==> config.mk <==
export PLATFORM = sky130hd
export DESIGN_NAME = data_cache_controller
export DESIGN_NICKNAME = d
export VERILOG_FILES = /design/src/rtl/data_cache_controller_pkg.sv /design/src/rtl/data_cache_controller_tag_array.sv /design/src/rtl/data_cache_controller.sv
export SDC_FILE = /design/constraint.sdc
export NUM_CORES = 1
export LEC_CHECK = 0
export BUFFER_PORTS_ARGS = -buffer_cell sky130_fd_sc_hd__clkbuf_2
export CELL_PAD_IN_SITES_DETAIL_PLACEMENT = 1
export CELL_PAD_IN_SITES_GLOBAL_PLACEMENT = 1
export CORE_ASPECT_RATIO = 0.7
export CORE_MARGIN = 4
export CORE_UTILIZATION = 50
export DETAILED_ROUTE_END_ITERATION = 7
export GPL_TIMING_DRIVEN = 0
export PLACE_DENSITY = 0.86
export SLEW_MARGIN = 20
export SYNTH_ARGS = -nofsm -noshare
export SYNTH_HDL_FRONTEND = slang
export SYNTH_SLANG_ARGS = --single-unit
==> constraint.sdc <==
create_clock -name clock -period 5.74 [get_ports clock]
set_clock_uncertainty 0.15 [all_clocks]
set_input_delay 0.861 -clock clock [delete_from_list [all_inputs] [get_ports clock]]
set_output_delay 0.861 -clock clock [all_outputs]
set_load 0.01 [all_outputs]
==> src/rtl/data_cache_controller_pkg.sv <==
// Shared widths, address-field positions and FSM encoding for the data cache controller
// and its tag array.
package data_cache_controller_pkg;

  localparam int ByteWidth             = 8;
  localparam int ByteSelectWidthInWord = 2;
  localparam int WordWidth             = ByteWidth * (1 << ByteSelectWidthInWord);
  localparam int AddressBusWidth       = 32;

  // Byte address = {tag, index, word select, byte select}.
  localparam int WordSelectWidth = 2;
  localparam int IndexWidth      = 4;
  localparam int OffsetWidth     = WordSelectWidth + ByteSelectWidthInWord;
  localparam int TagWidth        = AddressBusWidth - IndexWidth - OffsetWidth;
  localparam int IndexLsb        = OffsetWidth;
  localparam int TagLsb          = IndexLsb + IndexWidth;
  localparam int ArrayAddrWidth  = IndexWidth + OffsetWidth;

  typedef enum logic [1:0] {
    ST_IDLE      = 2'd0,
    ST_READ_DATA = 2'd1,
    ST_FILL      = 2'd2,
    ST_WRITE_MEM = 2'd3
  } state_e;

endpackage

==> src/rtl/data_cache_controller_tag_array.sv <==
// Valid/tag store for the data cache: combinational lookup by index, written when a
// line fill completes, valid bits cleared asynchronously by reset.
module dcache_tag_array
  import data_cache_controller_pkg::*;
#(
  parameter int NUM_LINES = 16
) (
  input  logic                  clk,
  input  logic                  rst_n,
  input  logic [IndexWidth-1:0] index_i,
  output logic                  valid_o,
  output logic [TagWidth-1:0]   tag_o,
  input  logic                  wr_en_i,
  input  logic [TagWidth-1:0]   wr_tag_i
);

  logic [NUM_LINES-1:0] valid_q;
  logic [TagWidth-1:0]  tag_q [NUM_LINES];

  assign valid_o = valid_q[index_i];
  assign tag_o   = tag_q[index_i];

  always_ff @(posedge clk or negedge rst_n) begin
    if (!rst_n) begin
      valid_q <= '0;
    end else if (wr_en_i) begin
      valid_q[index_i] <= 1'b1;
    end
  end

  // NOTE: the tag storage has no reset; a tag is only trusted while its valid bit is set.
  always_ff @(posedge clk) begin
    if (wr_en_i) begin
      tag_q[index_i] <= wr_tag_i;
    end
  end

endmodule

==> src/rtl/data_cache_controller.sv <==
// Write-through, no-write-allocate data cache controller: tag lookup, line fill from main
// memory one word per handshake, and the control/address/data drive of the cache array.
module data_cache_controller
  import data_cache_controller_pkg::*;
#(
  parameter int ADDR_WIDTH = 32,
  parameter int LINE_WORDS = 4,
  parameter int NUM_LINES  = 16
) (
  input  logic                      clock,
  input  logic                      reset,
  input  logic                      in_CpuRequest,
  input  logic                      in_CpuRW,
  input  logic                      in_CpuBW,
  input  logic [ADDR_WIDTH-1:0]     in_CpuAddress,
  input  logic [WordWidth-1:0]      in_CpuWriteValue,
  output logic                      out_CpuAck,
  output logic [WordWidth-1:0]      out_CpuReadValue,
  output logic                      out_CacheMemoryAccessEnable,
  output logic                      out_CacheMemoryAccessRW,
  output logic                      out_CacheMemoryAccessBW,
  output logic [ArrayAddrWidth-1:0] out_CacheMemoryAccessAddress,
  output logic [WordWidth-1:0]      out_CacheMemoryWriteValue,
  input  logic [WordWidth-1:0]      in_CacheMemoryReadValue,
  output logic                      out_MemRequest,
  output logic                      out_MemRW,
  output logic                      out_MemBW,
  output logic [ADDR_WIDTH-1:0]     out_MemAddress,
  output logic [WordWidth-1:0]      out_MemWriteValue,
  input  logic                      in_MemReady,
  input  logic [WordWidth-1:0]      in_MemReadValue
);

  localparam logic [WordSelectWidth-1:0] LastWord = WordSelectWidth'(LINE_WORDS - 1);
  localparam logic [ByteSelectWidthInWord-1:0] ByteZero = '0;

  state_e                     state_q, state_d;
  logic [WordSelectWidth-1:0] cnt_q, cnt_d;
  logic [TagWidth-1:0]        req_tag, line_tag;
  logic [IndexWidth-1:0]      req_index;
  logic                       line_valid, hit, fill_done;

  assign req_tag   = in_CpuAddress[TagLsb +: TagWidth];
  assign req_index = in_CpuAddress[IndexLsb +: IndexWidth];
  assign hit       = line_valid && (line_tag == req_tag);

  dcache_tag_array #(
    .NUM_LINES(NUM_LINES)
  ) u_tags (
    .clk      (clock),
    .rst_n    (reset),
    .index_i  (req_index),
    .valid_o  (line_valid),
    .tag_o    (line_tag),
    .wr_en_i  (fill_done),
    .wr_tag_i (req_tag)
  );

  always_comb begin
    // NOTE: every output and next-state term gets a default first so no path infers a latch.
    state_d                      = state_q;
    cnt_d                        = cnt_q;
    fill_done                    = 1'b0;
    out_CpuAck                   = 1'b0;
    out_CpuReadValue             = '0;
    out_CacheMemoryAccessEnable  = 1'b0;
    out_CacheMemoryAccessRW      = 1'b0;
    out_CacheMemoryAccessBW      = 1'b0;
    out_CacheMemoryAccessAddress = '0;
    out_CacheMemoryWriteValue    = '0;
    out_MemRequest               = 1'b0;
    out_MemRW                    = 1'b0;
    out_MemBW                    = 1'b0;
    out_MemAddress               = '0;
    out_MemWriteValue            = '0;

    case (state_q)
      ST_IDLE: begin
        cnt_d = '0;
        if (in_CpuRequest) begin
          if (!in_CpuRW) begin
            state_d = ST_WRITE_MEM;
          end else if (hit) begin
            out_CacheMemoryAccessEnable  = 1'b1;
            out_CacheMemoryAccessRW      = 1'b1;
            out_CacheMemoryAccessBW      = in_CpuBW;
            out_CacheMemoryAccessAddress = in_CpuAddress[ArrayAddrWidth-1:0];
            state_d                      = ST_READ_DATA;
          end else begin
            state_d = ST_FILL;
          end
        end
      end

      // The array's read port is registered, so the data arrives one cycle after enable.
      ST_READ_DATA: begin
        out_CpuAck       = 1'b1;
        out_CpuReadValue = in_CacheMemoryReadValue;
        state_d          = ST_IDLE;
      end

      ST_FILL: begin
        out_MemRequest = 1'b1;
        out_MemRW      = 1'b1;
        out_MemAddress = {req_tag, req_index, cnt_q, ByteZero};
        if (in_MemReady) begin
          out_CacheMemoryAccessEnable  = 1'b1;
          out_CacheMemoryAccessAddress = {req_index, cnt_q, ByteZero};
          out_CacheMemoryWriteValue    = in_MemReadValue;
          cnt_d                        = cnt_q + 1'b1;
          if (cnt_q == LastWord) begin
            fill_done = 1'b1;
            state_d   = ST_IDLE;
          end
        end
      end

      // Write-through: memory always sees the store, the array only when the line is present.
      ST_WRITE_MEM: begin
        out_MemRequest    = 1'b1;
        out_MemBW         = in_CpuBW;
        out_MemAddress    = in_CpuAddress;
        out_MemWriteValue = in_CpuWriteValue;
        if (in_MemReady) begin
          out_CpuAck = 1'b1;
          state_d    = ST_IDLE;
          if (hit) begin
            out_CacheMemoryAccessEnable  = 1'b1;
            out_CacheMemoryAccessBW      = in_CpuBW;
            out_CacheMemoryAccessAddress = in_CpuAddress[ArrayAddrWidth-1:0];
            out_CacheMemoryWriteValue    = in_CpuWriteValue;
          end
        end
      end

      default: state_d = ST_IDLE;
    endcase
  end

  // NOTE: sequential state uses non-blocking assignments so every flop samples pre-edge values.
  always_ff @(posedge clock or negedge reset) begin
    if (!reset) begin
      state_q <= ST_IDLE;
      cnt_q   <= '0;
    end else begin
      state_q <= state_d;
      cnt_q   <= cnt_d;
    end
  end

endmodule

==> out/metrics.csv <==
stage;metric;value;unit
worst_hold_path;min_path_type;in2async;
job;max_cap_viol_count;0;
sta;finalMaxSlewViolations;0;
sta;worstMarginPinSlew;0.899;ns
synthesis;synthTopCellsByArea;edfxtp_1 (66%), mux4_2 (10%), and2_1 (3.0%), mux2i_1 (2.9%), dfrtp_1 (2.9%);
sta;period_share;0.961;
sta;period_minus_slack;5.52;ns
routing;vias_per_cell;6.31;
placement;io_buffers;275;
layout;antenna_cells;0;
floorplanning;num_rows;57;
worst_setup_path;critPathMaxFanout;10;
power;p_leak;7.90;nW
global_route;grt_max_degree;21;
clock_network;htreeDepth;2;
worst_setup_path;worstPathRequired;4.73;ns
layout;layout-drive-gt1-share;0.387;
worst_setup_path;r2r_end;u_tags.tag_q[4][12];
routing;wl_per_cell;32.1;um
floorplanning;die_width;232;um
routing;via_count;11500;
sta;setup_ws;0.223;ns
status;status;complete, no violations;
clock_network;clockBufferDepth;3;
synthesis;synth-seq-cells;404;
worst_setup_path;end_kind;output port;
synthesis;yosysTopAreaCell;edfxtp_1;
floorplanning;core;34700;um2
clock_network;worstSkewPairLatency;0.57;ns
placement;place_ws;-0.222;ns
floorplanning;design.die.area;38200;um2
worst_setup_path;timing.reg2reg.setup_slack;2.26;ns
floorplanning;pin_count;277;
placement;hpwl;40700;um
placement;gp_congestion;0.858;
synthesis;synth_nets;1125;
power;power_density;331;nW/um2
clock_network;ctsHoldBuffers;0;
placement;dp_cells;1748;
clock_network;clk_pin_slew;0.07;ns
synthesis;synthFlopType;edfxtp_1;
floorplanning;dieHeight;165;um
routing;first_pass_iters;5;
global_route;track_usage;0.301;
synthesis;synthArstFlopShare;0.0495;
worst_setup_path;worst_setup_path_start_kind;input pin;
synthesis;synth.distinct_cells;69;
sta;setup_viol;0;
sta;hold_violations;0;
sta;tns;0;ns
synthesis;yosysTopAreaCellShare;0.658;
worst_setup_path;worstSetupPathType;in2out;
worst_setup_path;rr_worst_depth;7;
routing;first_iter_violations;1664;
layout;finalNetCount;1456;
sta;relSlewSlack;0.401;
global_route;antenna_found_initial;0;
synthesis;ys_warn_count;0;
synthesis;synth-seq-area-share;0.686;
layout;instances_no_fill;1818;
layout;syn_to_final_growth;21.6;%
synthesis;syn_area;17500;um2
routing;route.detailed.drc;0;
clock_network;cts_sinks;404;
worst_setup_path;arrival;4.51;ns
global_route;grt_overflow_total;0;
global_route;grt_pass1_wl;83200;um
global_route;grt_pass1_vias;12000;
clock_network;cts-root-buf;clkbuf_16;
layout;utilization;0.615;
clock_network;numCtsBuffers;39;
synthesis;syn_inst;985;
synthesis;avgSynthCellArea;17.8;um2
clock_network;cts_tree;yes;
routing;routed_wl;58400;um
floorplanning;initial_core_util;0.506;
power;peakVddDrop;0.295;mV
sta;rsz0062_at_grt;false;
worst_setup_path;rr_startpoint;state_q[1];
sta;hold_slack;0.170;ns
sta;fmax;0.181;GHz
synthesis;synth_edf_count;384;
routing;ant_nets;0;
layer usage:
layer	up-vias	routed length, um	global-route usage
met1	6013	23200	0.428
li1	4631	-	-
met3	122	5200	0.0617
met2	712	28300	0.479
met5	-	0	0
met4	0	1630	0.0907
report_power, final:
part	internal (W)	switching (W)	leakage (nW)	total (W)
sequential	0.00325	0.0000382	3.73	0.00329
clock	0.00148	0.00112	0.616	0.00260
combinational	0.000443	0.000737	3.56	0.00118
total	0.00517	0.00189	7.90	0.00706
stage by stage:
| step | cell area [um2] | power (W) |
|---|---|---|
| 6_report | 21300 | 0.00706 |
| 5_1_grt | 21300 | 0.00728 |
| 4_1_cts | 21300 | 0.00707 |
| 3_5_place_dp | 20000 | 0.00449 |
| 3_3_place_gp | 19500 | 0.00442 |
| 2_1_floorplan | 17500 | 0.00394 |
worst max path at each step:
stage	from	to	slack, ns	depth (start not counted)
final	in_CpuAddress[6]	out_CacheMemoryWriteValue[13]	0.22	14
after global routing	in_CpuAddress[4]	out_CacheMemoryWriteValue[13]	0.10	15
after CTS	in_CpuAddress[5]	out_CacheMemoryWriteValue[13]	0.02	15
after detailed placement	in_CpuAddress[5]	out_CacheMemoryAccessAddress[6]	-0.22	13
after global placement	in_CpuAddress[5]	u_tags.tag_q[3][14]	-0.07	8
after floorplan	in_CpuAddress[4]	out_CacheMemoryAccessBW	1.28	10
cells by family (layout without fill, tap and decap cells):
kind of cell | count (synthesis) | in the layout | synth area share
DFF | 404 | 404 | 0.686
muxes | 152 | 152 | 0.147
buffers and inverters | 74 | 435 | 0.0259
xor gates and xnor gates | 30 | 30 | 0.0150
and+or+nand+nor | 199 | 199 | 0.0644
AOI/OAI and AO/OA | 120 | 120 | 0.0572
adders and majority gates | 6 | 6 | 0.00428
timing repair:
action                                  CTS  global route
pin swaps                                 1             0
gates resized for setup                   4            10
endpoints found under the setup margin   41            39
buffers inserted                          1             0
cells in the mapped netlist (13+ instances only):
master    number
edfxtp_1     384
mux2_2        15
xnor2_1       19
a21oi_1       13
clkbuf_1      20
nand2_1       18
or2_2         17
inv_1         18
mux4_2        80
a32o_1        32
and2_1        83
nor2_1        37
dfrtp_1       20
mux2i_1       51
layout make-up:
cell class	instances	area (um2)
clock buffers	50	1050
inverters	19	71.3
well taps	472	591
clock inverters	21	221
repair buffers	292	1780
flip-flops and latches	404	12000
fillers	3217	13300
multi-input cells	507	5180
plain buffers	53	399
worst max-delay path, cell delays in order:
cell and delay (ns):
clkbuf_2 0.14, buf_2 0.25, inv_1 0.13, buf_2 0.43, clkbuf_2 0.45, mux2i_1 0.26
xor2_1 0.29, nand4_1 0.25, o41ai_4 0.16, nand4_1 0.22, nor3_4 0.37, buf_6 0.22
a32o_1 0.27, clkbuf_2 0.17
registers in the layout, summed over array words and instances (netlist names):
register,cells
cnt_q,2
state_q,2
u_tags.valid_q,16
u_tags.tag_q,384
placed cells by master (no fill, tap or decap), types with 4 or more instances in the layout:
cell       netlist  routed
a21oi_1         13      13
a22o_1           6       6
a22oi_1          5       5
a32o_1          32      32
and2_1          83      83
and3_1           5       5
buf_12           3       9
buf_16           0      10
buf_2           12       7
buf_6           11      11
bufinv_16        0       4
clkbuf_1        20      28
clkbuf_16        0      40
clkbuf_2         0     276
clkbuf_4         0       4
clkinv_1         1       7
clkinv_2         0       6
dfrtp_1         20      20
edfxtp_1       384     384
ha_1             6       6
inv_1           18      18
mux2_1           4       4
mux2_2          15      15
mux2i_1         51      51
mux4_2          80      80
nand2_1         18      18
nand2b_1         7       7
nand3_1          6       6
nand4_1          5       5
nor2_1          37      21
nor2_4           0      16
nor2b_1          5       5
o211a_1          4       4
o21ai_0         12      12
o221ai_1         5       5
o22ai_1          9       9
or2_2           17      17
xnor2_1         19      19
xor2_1          11      11
Note: power is estimated with default switching activity, not from simulation.
